$ cat config.mk
export PLATFORM = sky130hd
export DESIGN_NAME = uart_tx_arbiter
export DESIGN_NICKNAME = d
export VERILOG_FILES = /design/src/rtl/uart_tx_arbiter.sv
export SDC_FILE = /design/constraint.sdc
export NUM_CORES = 1
export LEC_CHECK = 0
export ABC_CLOCK_PERIOD_IN_PS = 2850
export CAP_MARGIN = 20
export CORE_ASPECT_RATIO = 2
export CORE_MARGIN = 3
export CORE_UTILIZATION = 50
export CTS_CLUSTER_SIZE = 40
export DETAILED_ROUTE_END_ITERATION = 10
export PLACE_DENSITY = 0.84
export SLEW_MARGIN = 20
export SYNTH_ARGS = -nofsm -noshare
export SYNTH_HDL_FRONTEND = slang
export SYNTH_SLANG_ARGS = --single-unit
$ cat constraint.sdc
create_clock -name i_clk -period 2.85 [get_ports i_clk]
set_input_delay 0.57 -clock i_clk [delete_from_list [all_inputs] [get_ports i_clk]]
set_output_delay 0.57 -clock i_clk [all_outputs]
set_load 0.02 [all_outputs]
$ cat src/rtl/uart_tx_arbiter.sv
// uart_tx_arbiter: shares one UART TX byte-load/busy interface between N_REQ requesters, round-robin per packet
// Ports: i_clk, i_rst (sync, active high); i_req_valid/i_req_data/i_req_last per requester (byte n at [8n+7:8n]);
//   o_req_ack one-cycle take pulse; o_grant one-hot owner (0 = none); o_tx_data/o_tx_load drive the UART,
//   i_tx_busy comes back from it; o_start_err sticky when busy never rose; o_bytes_sent wrapping load count.
module uart_tx_arbiter #(
    parameter int N_REQ         = 4,
    parameter int LOCK_TIMEOUT  = 25000,
    parameter int START_TIMEOUT = 16
) (
    input  logic               i_clk,
    input  logic               i_rst,
    input  logic [N_REQ-1:0]   i_req_valid,
    input  logic [8*N_REQ-1:0] i_req_data,
    input  logic [N_REQ-1:0]   i_req_last,
    output logic [N_REQ-1:0]   o_req_ack,
    output logic [N_REQ-1:0]   o_grant,
    output logic [7:0]         o_tx_data,
    output logic               o_tx_load,
    input  logic               i_tx_busy,
    output logic               o_start_err,
    output logic [15:0]        o_bytes_sent
);
    localparam int IW = $clog2(N_REQ);
    localparam int LW = $clog2(LOCK_TIMEOUT + 1);
    localparam int SW = $clog2(START_TIMEOUT + 1);
    localparam logic [2:0] IDLE      = 3'd0;
    localparam logic [2:0] LOAD      = 3'd1;
    localparam logic [2:0] WAIT_BUSY = 3'd2;
    localparam logic [2:0] WAIT_DONE = 3'd3;
    localparam logic [2:0] RELEASE   = 3'd4;

    logic [2:0]    state;
    logic [IW-1:0] ptr, win, pick, sel, j;
    logic          found, go, lock, last_r;
    logic [LW-1:0] lock_cnt;
    logic [SW-1:0] start_cnt;

    function automatic logic [IW-1:0] next_idx(input logic [IW-1:0] i);
        return (i == IW'(N_REQ - 1)) ? '0 : i + 1'b1;
    endfunction

    // Scan from the far end back toward ptr so the last hit is the first valid at/after ptr.
    always_comb begin
        found = 1'b0;
        pick  = '0;
        j     = '0;
        for (int k = N_REQ - 1; k >= 0; k--) begin
            j = IW'((int'(ptr) + k) % N_REQ);
            if (i_req_valid[j]) begin
                found = 1'b1;
                pick  = j;
            end
        end
        sel = lock ? win : pick;
        go  = !i_tx_busy && (lock ? i_req_valid[win] : found);
    end

    always_ff @(posedge i_clk) begin
        if (i_rst) begin
            state        <= IDLE;
            ptr          <= '0;
            win          <= '0;
            lock         <= 1'b0;
            last_r       <= 1'b0;
            lock_cnt     <= '0;
            start_cnt    <= '0;
            o_req_ack    <= '0;
            o_grant      <= '0;
            o_tx_data    <= '0;
            o_tx_load    <= 1'b0;
            o_start_err  <= 1'b0;
            o_bytes_sent <= '0;
        end else begin
            o_tx_load <= 1'b0;
            o_req_ack <= '0;
            case (state)
                IDLE: begin
                    if (go) begin
                        state     <= LOAD;
                        win       <= sel;
                        o_grant   <= N_REQ'(1) << sel;
                        o_req_ack <= N_REQ'(1) << sel;
                        o_tx_load <= 1'b1;
                        o_tx_data <= i_req_data[{sel, 3'b000} +: 8];
                        last_r    <= i_req_last[sel];
                    end else if (lock && !i_req_valid[win]) begin
                        // An owner that stops presenting bytes loses its packet lock after LOCK_TIMEOUT idle cycles.
                        if (lock_cnt == LW'(LOCK_TIMEOUT - 1)) begin
                            lock     <= 1'b0;
                            o_grant  <= '0;
                            ptr      <= next_idx(win);
                            lock_cnt <= '0;
                        end else begin
                            lock_cnt <= lock_cnt + 1'b1;
                        end
                    end
                end
                LOAD: begin
                    o_bytes_sent <= o_bytes_sent + 16'd1;
                    lock         <= !last_r;
                    start_cnt    <= '0;
                    state        <= WAIT_BUSY;
                end
                WAIT_BUSY: begin
                    if (i_tx_busy) begin
                        state <= WAIT_DONE;
                    end else if (start_cnt == SW'(START_TIMEOUT - 1)) begin
                        o_start_err <= 1'b1;
                        state       <= RELEASE;
                    end else begin
                        start_cnt <= start_cnt + 1'b1;
                    end
                end
                WAIT_DONE: state <= i_tx_busy ? WAIT_DONE : RELEASE;
                RELEASE: begin
                    state    <= IDLE;
                    lock_cnt <= '0;
                    if (!lock) begin
                        o_grant <= '0;
                        ptr     <= next_idx(win);
                    end
                end
                default: state <= IDLE;
            endcase
        end
    end
endmodule

==> impl_metrics.env, run 1 <==
export IMPL_outcome="completed"
export IMPL_seq_area_frac_synth_pct=39.48
export IMPL_final_area_um2=4438
export IMPL_start_util_pct=52.32
export IMPL_max_vdd_ir_drop_v=0.0004090
export IMPL_critPathKind="reg2reg"
export IMPL_gp_congestion=0.8438
export IMPL_grt_overflow=0
export IMPL_cp_end_kind="register"
export IMPL_finalCritPeriodShare_pct=92.38
export IMPL_root_buffer="clkbuf_16"
export IMPL_hpwl_um=6390
export IMPL_nets=517
export IMPL_maxSlewHeadroom_pct=55.36
export IMPL_layoutNonFillerInstCount=558
export IMPL_critical_path_required_ns=3.11
export IMPL_worst_pin_slew_ns=0.6695
export IMPL_drv_cap=0
export IMPL_synth_flop_cell="dfxtp_1"
export IMPL_fp_dieH_um=119.0
export IMPL_final_util_pct=72.68
export IMPL_powerDensity_nw_per_um2=583.5
export IMPL_arrival_ns=2.89
export IMPL_dieArea_um2=7442
export IMPL_fp_dieW_um=62.52
export IMPL_yosysTopAreaCellShare_pct=39.48
export IMPL_power_w=0.002590
export IMPL_portBuffers=76
export IMPL_io_pins=77
export IMPL_syn_area_per_cell_um2=8.428
export IMPL_ys_types=51
export IMPL_period_needed_ns=2.633
export IMPL_clock_path_buffers=2
export IMPL_area_growth_syn_to_layout_pct=38.93
export IMPL_critPathLaunchType="register"
export IMPL_antenna_found_initial=0
export IMPL_postCtsSetupRepairBufs=0
export IMPL_register_area_um2=1261
export IMPL_met3_usage_pct=7.453
export IMPL_yosys_top_cells_area="dfxtp_1, a211oi_1, xor2_1, a21oi_1, nand2_1"
export IMPL_insertion_delay_ns=0.33
export IMPL_fin_ws_ns=0.2171
export IMPL_htreeDepth=3
export IMPL_multi_input_area_um2=1773
export IMPL_drt_total_wl_um=8828
export IMPL_syn_nets=427
export IMPL_drc=0
export IMPL_setup_violations=0
export IMPL_hold_path_class="reg2reg"
export IMPL_grt_pass1_vias=3300
export IMPL_drt_first_pass_iters=4
export IMPL_rows=40
export IMPL_viasPerCell=5.771
export IMPL_crit_chain="ha_1 > or4b_1 > or4_4 > o31a_1 > or4_1 > a21oi_1"
export IMPL_rsz0062_at_grt="no"
export IMPL_grt_usage_pct=24.97
export IMPL_use_met1_pct=24.52
export IMPL_grt_max_degree=33
export IMPL_placed_area_um2=4148
export IMPL_final_hold_violation_count=0
export IMPL_netlist_area_um2=3194
export IMPL_clk_pin_slew_worst_paths_ns=0.05
export IMPL_cpMaxStageDelayCell="or4_4"
export IMPL_async_reset_ff_share_pct=0
export IMPL_leakage_nw=1.646
export IMPL_ys_ff_latch=63
export IMPL_postRouteAntennaNets=0
export IMPL_grt_pass1_wl_um=14950
export IMPL_global_route_usage_met2_pct=46.82
export IMPL_busiest_layer="met2"
export IMPL_critPathMaxStageDelay_ns=0.59
export IMPL_numCtsBuffers=9
export IMPL_drive_gt1_share_pct=10.13
export IMPL_holdBufCountCts=0
export IMPL_cts_tree="built"
export IMPL_finClkSkew_ns=0.005011
export IMPL_final_max_slew_violation_count=0
export IMPL_yosys_area_top_type="dfxtp_1"
export IMPL_synth_edf_count=0
export IMPL_dp_slack_ns=-0.05036
export IMPL_n_fill_cell=506
export IMPL_core_um2=6106
export IMPL_syn_inst=379
export IMPL_place_inst=542
export IMPL_clock_fmax_ghz=0.3798
export IMPL_diodes=0
export IMPL_cts_sinks=63
export IMPL_wl_per_cell_um=15.82
export IMPL_crit_fanout=6
export IMPL_cts_resized_gates=0
export IMPL_synth_warnings=0
export IMPL_drtIter0Drc=155
export IMPL_dr_total_vias=3220
-- worst max-delay path, delay by kind of cell, from the launching register on --
kind	cells	cell delay (ns)
compound gates	2	0.48
simple gates	3	1.47
fa+ha+maj	1	0.27
flops	1	0.35
-- metrics by stage --
stage	hold slack, ns	TNS [ns]
2_1_floorplan	0.4248	0
3_3_place_gp	0.4328	0
3_5_place_dp	0.4388	-0.05036
4_1_cts	0.4504	0
5_1_grt	0.4754	0
6_report	0.4482	0
-- metal layers --
metal  up-vias  routed length (µm)
li1       1570                   -
met1      1495                3319
met2       130                4796
met3        25                 440
met4         0                 272
met5         -                   0
-- layout make-up --
type,count,area share (%)
clock buffer,10,5.159
sequential,63,28.42
tap,84,2.368
timing repair buffer,97,20.69
multi-input combinational,274,39.95
inverter,24,2.030
clock inverter,6,1.381
-- cell families (layout without fill, tap and decap cells) --
logic type,Yosys count,in the layout,share of synthesized area (%)
flip-flops,63,63,39.48
AO/OA/AOI/OAI,102,102,22.05
buffers and inverters,42,137,5.014
XOR/XNOR,20,20,5.484
adder cells (fa/ha/maj),5,5,1.958
AND/OR/NAND/NOR,142,142,23.66
multiplexers,5,5,2.350
-- state kept, by name, indices dropped and copies added (netlist names) --
name          flops
lock_cnt         15
ptr               2
o_req_ack         4
start_cnt         5
state             3
win               2
last_r            1
o_grant           4
o_tx_data         8
o_start_err       1
o_bytes_sent     16
lock              1
o_tx_load         1
-- synthesized netlist by cell type (all sizes together) (5+ instances only) --
cell / number
a211oi: 33
a21o: 7
a21oi: 22
and3: 5
clkbuf: 14
dfxtp: 63
ha: 5
inv: 24
nand2: 28
nand2b: 6
nand3: 11
nand4: 11
nor2: 28
nor2b: 5
nor3: 13
o21ai: 13
o31ai: 11
or3: 12
xnor2: 5
xor2: 15
-- cell usage in the layout, fill, tap and decap left out, drive strengths merged, types with 4 or more instances in the layout --
cell type	count
nand3	11
nor3	13
xnor2	5
xor2	15
clkdlybuf4s50	76
o31ai	11
dfxtp	63
clkinv	4
buf	21
nor2	28
clkbuf	10
nand4	11
a211oi	33
nor4	4
or4	4
inv	24
o21ai	13
or3	12
a21o	7
nor2b	5
nand2b	6
a21oi	22
and3	5
nand2	28
ha	5
-- power by group --
part / leakage, nW / internal [W] / total (W) / switching (W)
Sequential: 0.510 / 0.000935 / 0.000983 / 0.0000479
Combinational: 0.993 / 0.000252 / 0.000544 / 0.000292
Clock: 0.142 / 0.000673 / 0.00106 / 0.000391
-- path summary, 6_finish.rpt --
check        cells after the start         start  slack, ns      endpoint
max                              6   lock_cnt[0]       0.22        ptr[0]
min                              2  o_tx_data[0]       0.45  o_tx_data[0]
max reg2reg                      6   lock_cnt[0]       0.22        ptr[0]
min reg2reg                      2  o_tx_data[0]       0.45  o_tx_data[0]
(Power assumes the default switching activity.)
==> inputs of run 2 (changes only) <==
Settings changed: CTS_CLUSTER_SIZE 40 to 8, RECOVER_POWER from default to 25.
==> run 2 against run 1 <==
Effect of this change: register-to-register slack hardly changed; fmax shrank 0.11%; worst hold slack worse by 0.0054 ns; global-route usage did not move; via count is 0.28% higher; routed wire length is 0.12% higher; clock power barely moved; sequential cell count unchanged; utilization down 0.061 points; die area is the same; non-clock buffer count did not move; largest cell class unchanged; highest routed layer unchanged.
==> impl_metrics.env, run 2 (synthesis gave the netlist of run 1 again) <==
export IMPL_clock_path_buffers=2
export IMPL_insertion_delay_ns=0.33
export IMPL_hold_path_class="reg2reg"
export IMPL_root_buffer="clkbuf_16"
export IMPL_start_util_pct=52.32
export IMPL_rows=40
export IMPL_portBuffers=76
export IMPL_holdBufCountCts=0
export IMPL_critPathKind="reg2reg"
export IMPL_dr_total_vias=3229
export IMPL_fp_dieW_um=62.52
export IMPL_critPathMaxStageDelay_ns=0.59
export IMPL_cts_sinks=63
export IMPL_final_area_um2=4434
export IMPL_grt_usage_pct=24.97
export IMPL_io_pins=77
export IMPL_layout_common_cells="clkdlybuf4s50_1, dfxtp_1, a211oi_1"
export IMPL_period_needed_ns=2.636
export IMPL_critical_path_required_ns=3.11
export IMPL_rsz0062_at_grt="no"
export IMPL_nets=517
export IMPL_arrival_ns=2.89
export IMPL_placed_area_um2=4148
export IMPL_clk_pin_slew_worst_paths_ns=0.05
export IMPL_hpwl_um=6390
export IMPL_cts_tree="built"
export IMPL_final_max_slew_violation_count=0
export IMPL_grt_overflow=0
export IMPL_outcome="completed"
export IMPL_cpMaxStageDelayCell="or4_4"
export IMPL_diodes=0
export IMPL_drtIter0Drc=155
export IMPL_drc=0
export IMPL_powerDensity_nw_per_um2=581.6
export IMPL_top_register="o_bytes_sent"
export IMPL_layoutNonFillerInstCount=558
export IMPL_finClkSkew_ns=0.004829
export IMPL_critPathLaunchType="register"
export IMPL_setup_violations=0
export IMPL_maxSlewHeadroom_pct=54.75
export IMPL_postRouteAntennaNets=0
export IMPL_n_fill_cell=508
export IMPL_drive_gt1_share_pct=9.916
export IMPL_crit_chain="ha_1 > or4b_1 > or4_4 > o31a_1 > or4_1 > a21oi_1"
export IMPL_grt_pass1_vias=3300
export IMPL_drt_total_wl_um=8839
export IMPL_numCtsBuffers=9
export IMPL_area_growth_syn_to_layout_pct=38.82
export IMPL_grt_pass1_wl_um=14950
export IMPL_cp_end_kind="register"
export IMPL_leakage_nw=1.682
export IMPL_drv_cap=0
export IMPL_gp_congestion=0.8438
export IMPL_clock_fmax_ghz=0.3794
export IMPL_reg_largest_list="o_bytes_sent: 16 flops, lock_cnt: 15 flops, o_tx_data: 8 flops"
export IMPL_place_inst=542
export IMPL_crit_fanout=6
export IMPL_final_hold_violation_count=0
export IMPL_wl_per_cell_um=15.84
export IMPL_grt_max_degree=33
export IMPL_register_area_um2=1261
export IMPL_finalCritPeriodShare_pct=92.49
export IMPL_dieArea_um2=7442
export IMPL_viasPerCell=5.787
export IMPL_postCtsSetupRepairBufs=0
export IMPL_cts_resized_gates=0
export IMPL_drt_first_pass_iters=4
export IMPL_core_um2=6106
export IMPL_multi_input_area_um2=1773
export IMPL_fp_dieH_um=119.0
export IMPL_largest_reg_flops=16
export IMPL_max_vdd_ir_drop_v=0.0004090
export IMPL_antenna_found_initial=0
export IMPL_htreeDepth=3
export IMPL_worst_pin_slew_ns=0.6788
[run 2: critical path: cells and delay by family, from the launching register on]
kind,cells,cell delay (ns)
AOI/OAI and AO/OA,2,0.48
adders and majority gates,1,0.27
DFF,1,0.35
and+or+nand+nor,3,1.47
[run 2: through the flow]
step / hold WS [ns] / setup slack (ns) / utilization (%) / setup TNS [ns] / power, W
3_3_place_gp: 0.4328 / 0.02458 / 67.93 / 0 / 0.001525
6_report: 0.4429 / 0.2141 / 72.62 / 0 / 0.002579
3_5_place_dp: 0.4388 / -0.05036 / 67.93 / -0.05036 / 0.001538
2_1_floorplan: 0.4248 / 0.4159 / - / 0 / 0.001292
4_1_cts: 0.4504 / 0.1924 / 72.68 / 0 / 0.002605
5_1_grt: 0.4696 / 0.07163 / 72.62 / 0 / 0.002682
[run 2: worst paths after layout]
kind                                   start            to  slack, ns  depth (start not counted)
worst min register to register  o_tx_data[0]  o_tx_data[0]       0.44                          2
worst max-delay path             lock_cnt[0]        ptr[0]       0.21                          6
worst max register to register   lock_cnt[0]        ptr[0]       0.21                          6
worst min-delay path            o_tx_data[0]  o_tx_data[0]       0.44                          2
[run 2: power by group]
part / internal, W / total [W] / switching [W]
clock network: 0.000673 / 0.00106 / 0.000390
logic: 0.000242 / 0.000535 / 0.000293
registers: 0.000935 / 0.000982 / 0.0000472
total: 0.00185 / 0.00258 / 0.000730
[run 2: layout make-up]
cell class                 instances  area share (%)
multi-input combinational        274           39.98
sequential                        63           28.44
timing repair buffer              97           20.63
clock buffer                      10           5.164
tap                               84           2.370
inverter                          24           2.032
clock inverter                     6           1.383
[run 2: layer usage]
layer / vias to the layer above / part of all wire (%) / GRT usage [%]
li1: 1570 / - / -
met2: 125 / 54 / 46.82
met1: 1511 / 38 / 24.52
met4: 0 / 2.9 / 11.20
met5: - / 0 / 0
met3: 23 / 4.9 / 7.453
==> inputs of run 3 (changes only) <==
Settings changed: RECOVER_POWER 25 to 100.
==> run 3 against run 2 <==
Effect of this change: sequential power about the same; via count decreased by 1.0%; sequential share of layout area increased by 0.15 points; final cell count unchanged; worst setup slack got worse by 0.051 ns; non-clock buffer count unchanged; first-iteration DRC count decreased by 11%; largest power group unchanged; register-to-register slack about the same; total power decreased by 0.50%; design area decreased by 0.51%.
==> impl_metrics.env, run 3 (synthesis gave the netlist of run 1 again) <==
export IMPL_dr_total_vias=3196
export IMPL_cts_resized_gates=0
export IMPL_fin_ws_ns=0.1631
export IMPL_rsz0062_at_grt="no"
export IMPL_critPathLaunchType="input port"
export IMPL_final_max_slew_violation_count=0
export IMPL_cts_tree="built"
export IMPL_grt_pass1_wl_um=14950
export IMPL_final_common_cell="dfxtp_1"
export IMPL_portBuffers=76
export IMPL_postRouteAntennaNets=0
export IMPL_diodes=0
export IMPL_top_register="o_bytes_sent"
export IMPL_grt_overflow=0
export IMPL_worst_pin_slew_ns=0.6803
export IMPL_arrival_ns=2.94
export IMPL_start_util_pct=52.32
export IMPL_drv_cap=0
export IMPL_postCtsSetupRepairBufs=0
export IMPL_max_vdd_ir_drop_v=0.0004088
export IMPL_maxSlewHeadroom_pct=54.65
export IMPL_powerDensity_nw_per_um2=581.7
export IMPL_dieArea_um2=7442
export IMPL_layoutNonFillerInstCount=558
export IMPL_cts_sinks=63
export IMPL_area_growth_syn_to_layout_pct=38.11
export IMPL_viasPerCell=5.728
export IMPL_drt_first_pass_iters=4
export IMPL_antenna_found_initial=0
export IMPL_holdBufCountCts=0
export IMPL_drive_gt1_share_pct=8.650
export IMPL_drt_total_wl_um=8815
export IMPL_power_w=0.002566
export IMPL_critical_path_required_ns=3.11
export IMPL_rrSetupSlack_ns=0.20
export IMPL_place_inst=542
export IMPL_largest_reg_flops=16
export IMPL_htreeDepth=3
export IMPL_grt_usage_pct=24.97
export IMPL_crit_fanout=7
export IMPL_rows=40
export IMPL_insertion_delay_ns=0.33
export IMPL_nets=517
export IMPL_numCtsBuffers=9
export IMPL_finalCritPeriodShare_pct=94.28
export IMPL_fp_dieH_um=119.0
export IMPL_outcome="completed"
export IMPL_clk_pin_slew_worst_paths_ns=0.05
export IMPL_finClkSkew_ns=0.005584
export IMPL_grt_max_degree=33
export IMPL_reg_largest_list="o_bytes_sent: 16 flops, lock_cnt: 15 flops, o_tx_data: 8 flops"
export IMPL_setup_violations=0
export IMPL_period_needed_ns=2.687
export IMPL_clock_path_buffers=2
export IMPL_layout_common_cells="dfxtp_1, clkdlybuf4s50_1, dlygate4sd3_1"
export IMPL_hpwl_um=6390
export IMPL_wl_per_cell_um=15.80
export IMPL_drtIter0Drc=138
export IMPL_clock_fmax_ghz=0.3722
export IMPL_fp_dieW_um=62.52
export IMPL_cp_end_kind="register"
export IMPL_critPathKind="in2reg"
export IMPL_core_um2=6106
export IMPL_root_buffer="clkbuf_16"
export IMPL_hold_path_class="reg2reg"
export IMPL_multi_input_area_um2=1773
export IMPL_grt_pass1_vias=3300
export IMPL_final_hold_violation_count=0
export IMPL_leakage_nw=1.732
export IMPL_n_fill_cell=513
export IMPL_gp_congestion=0.8438
export IMPL_register_area_um2=1261
export IMPL_drc=0
export IMPL_io_pins=77
export IMPL_dp_slack_ns=-0.05036
-- run 3: cell count changes in the layout (fill, tap and decap cells not counted), sizes merged --
cell,previous run,this run
clkdlybuf4s50,63,41
dlygate4sd3,13,35
buf,20,14
clkbuf,11,17
-- run 3: metal layers --
layer	vias up	global-route usage [%]	share of wire, %
met1	1494	24.52	38
met5	-	0	0
met4	0	11.20	2.6
met3	18	7.453	4.6
met2	118	46.82	55
li1	1566	-	-
-- run 3: layout make-up --
| type | instances | area share [%] |
|---|---|---|
| multi-input cells | 274 | 40.19 |
| well taps | 84 | 2.382 |
| inverters | 24 | 2.042 |
| clock buffers | 10 | 5.190 |
| clock inverters | 6 | 1.390 |
| flip-flops and latches | 63 | 28.59 |
| repair buffers | 97 | 20.22 |
-- run 3: worst paths after layout --
path | depth (start not counted) | endpoint | from
worst max-delay path | 7 | lock_cnt[9] | i_req_valid[3]
worst min-delay path | 2 | o_tx_data[0] | o_tx_data[0]
worst max register to register | 6 | ptr[0] | lock_cnt[0]
worst min register to register | 2 | o_tx_data[0] | o_tx_data[0]
-- run 3: power by group --
group	total [W]	internal, W	switching, W
logic	0.000524	0.000232	0.000292
clock network	0.00106	0.000673	0.000388
registers	0.000981	0.000935	0.0000463
total	0.00257	0.00184	0.000727
-- run 3: through the flow --
step                      hold slack [ns]  area (µm²)  util (%)  setup TNS, ns
final                              0.4435        4412     72.25              0
after floorplan                    0.4248        3194         -              0
after CTS                          0.4504        4438     72.68              0
after global routing               0.4696        4412     72.25              0
after global placement             0.4328        4148     67.93              0
after detailed placement           0.4388        4148     67.93       -0.05036
-- run 3: worst max-delay path: stages --
cell and delay, ns:
dlygate4sd3_1 0.58, clkbuf_1 0.15, mux4_2 0.55, o21bai_2 0.26, nand3_1 0.22, or3_2 0.45, a21oi_1 0.15
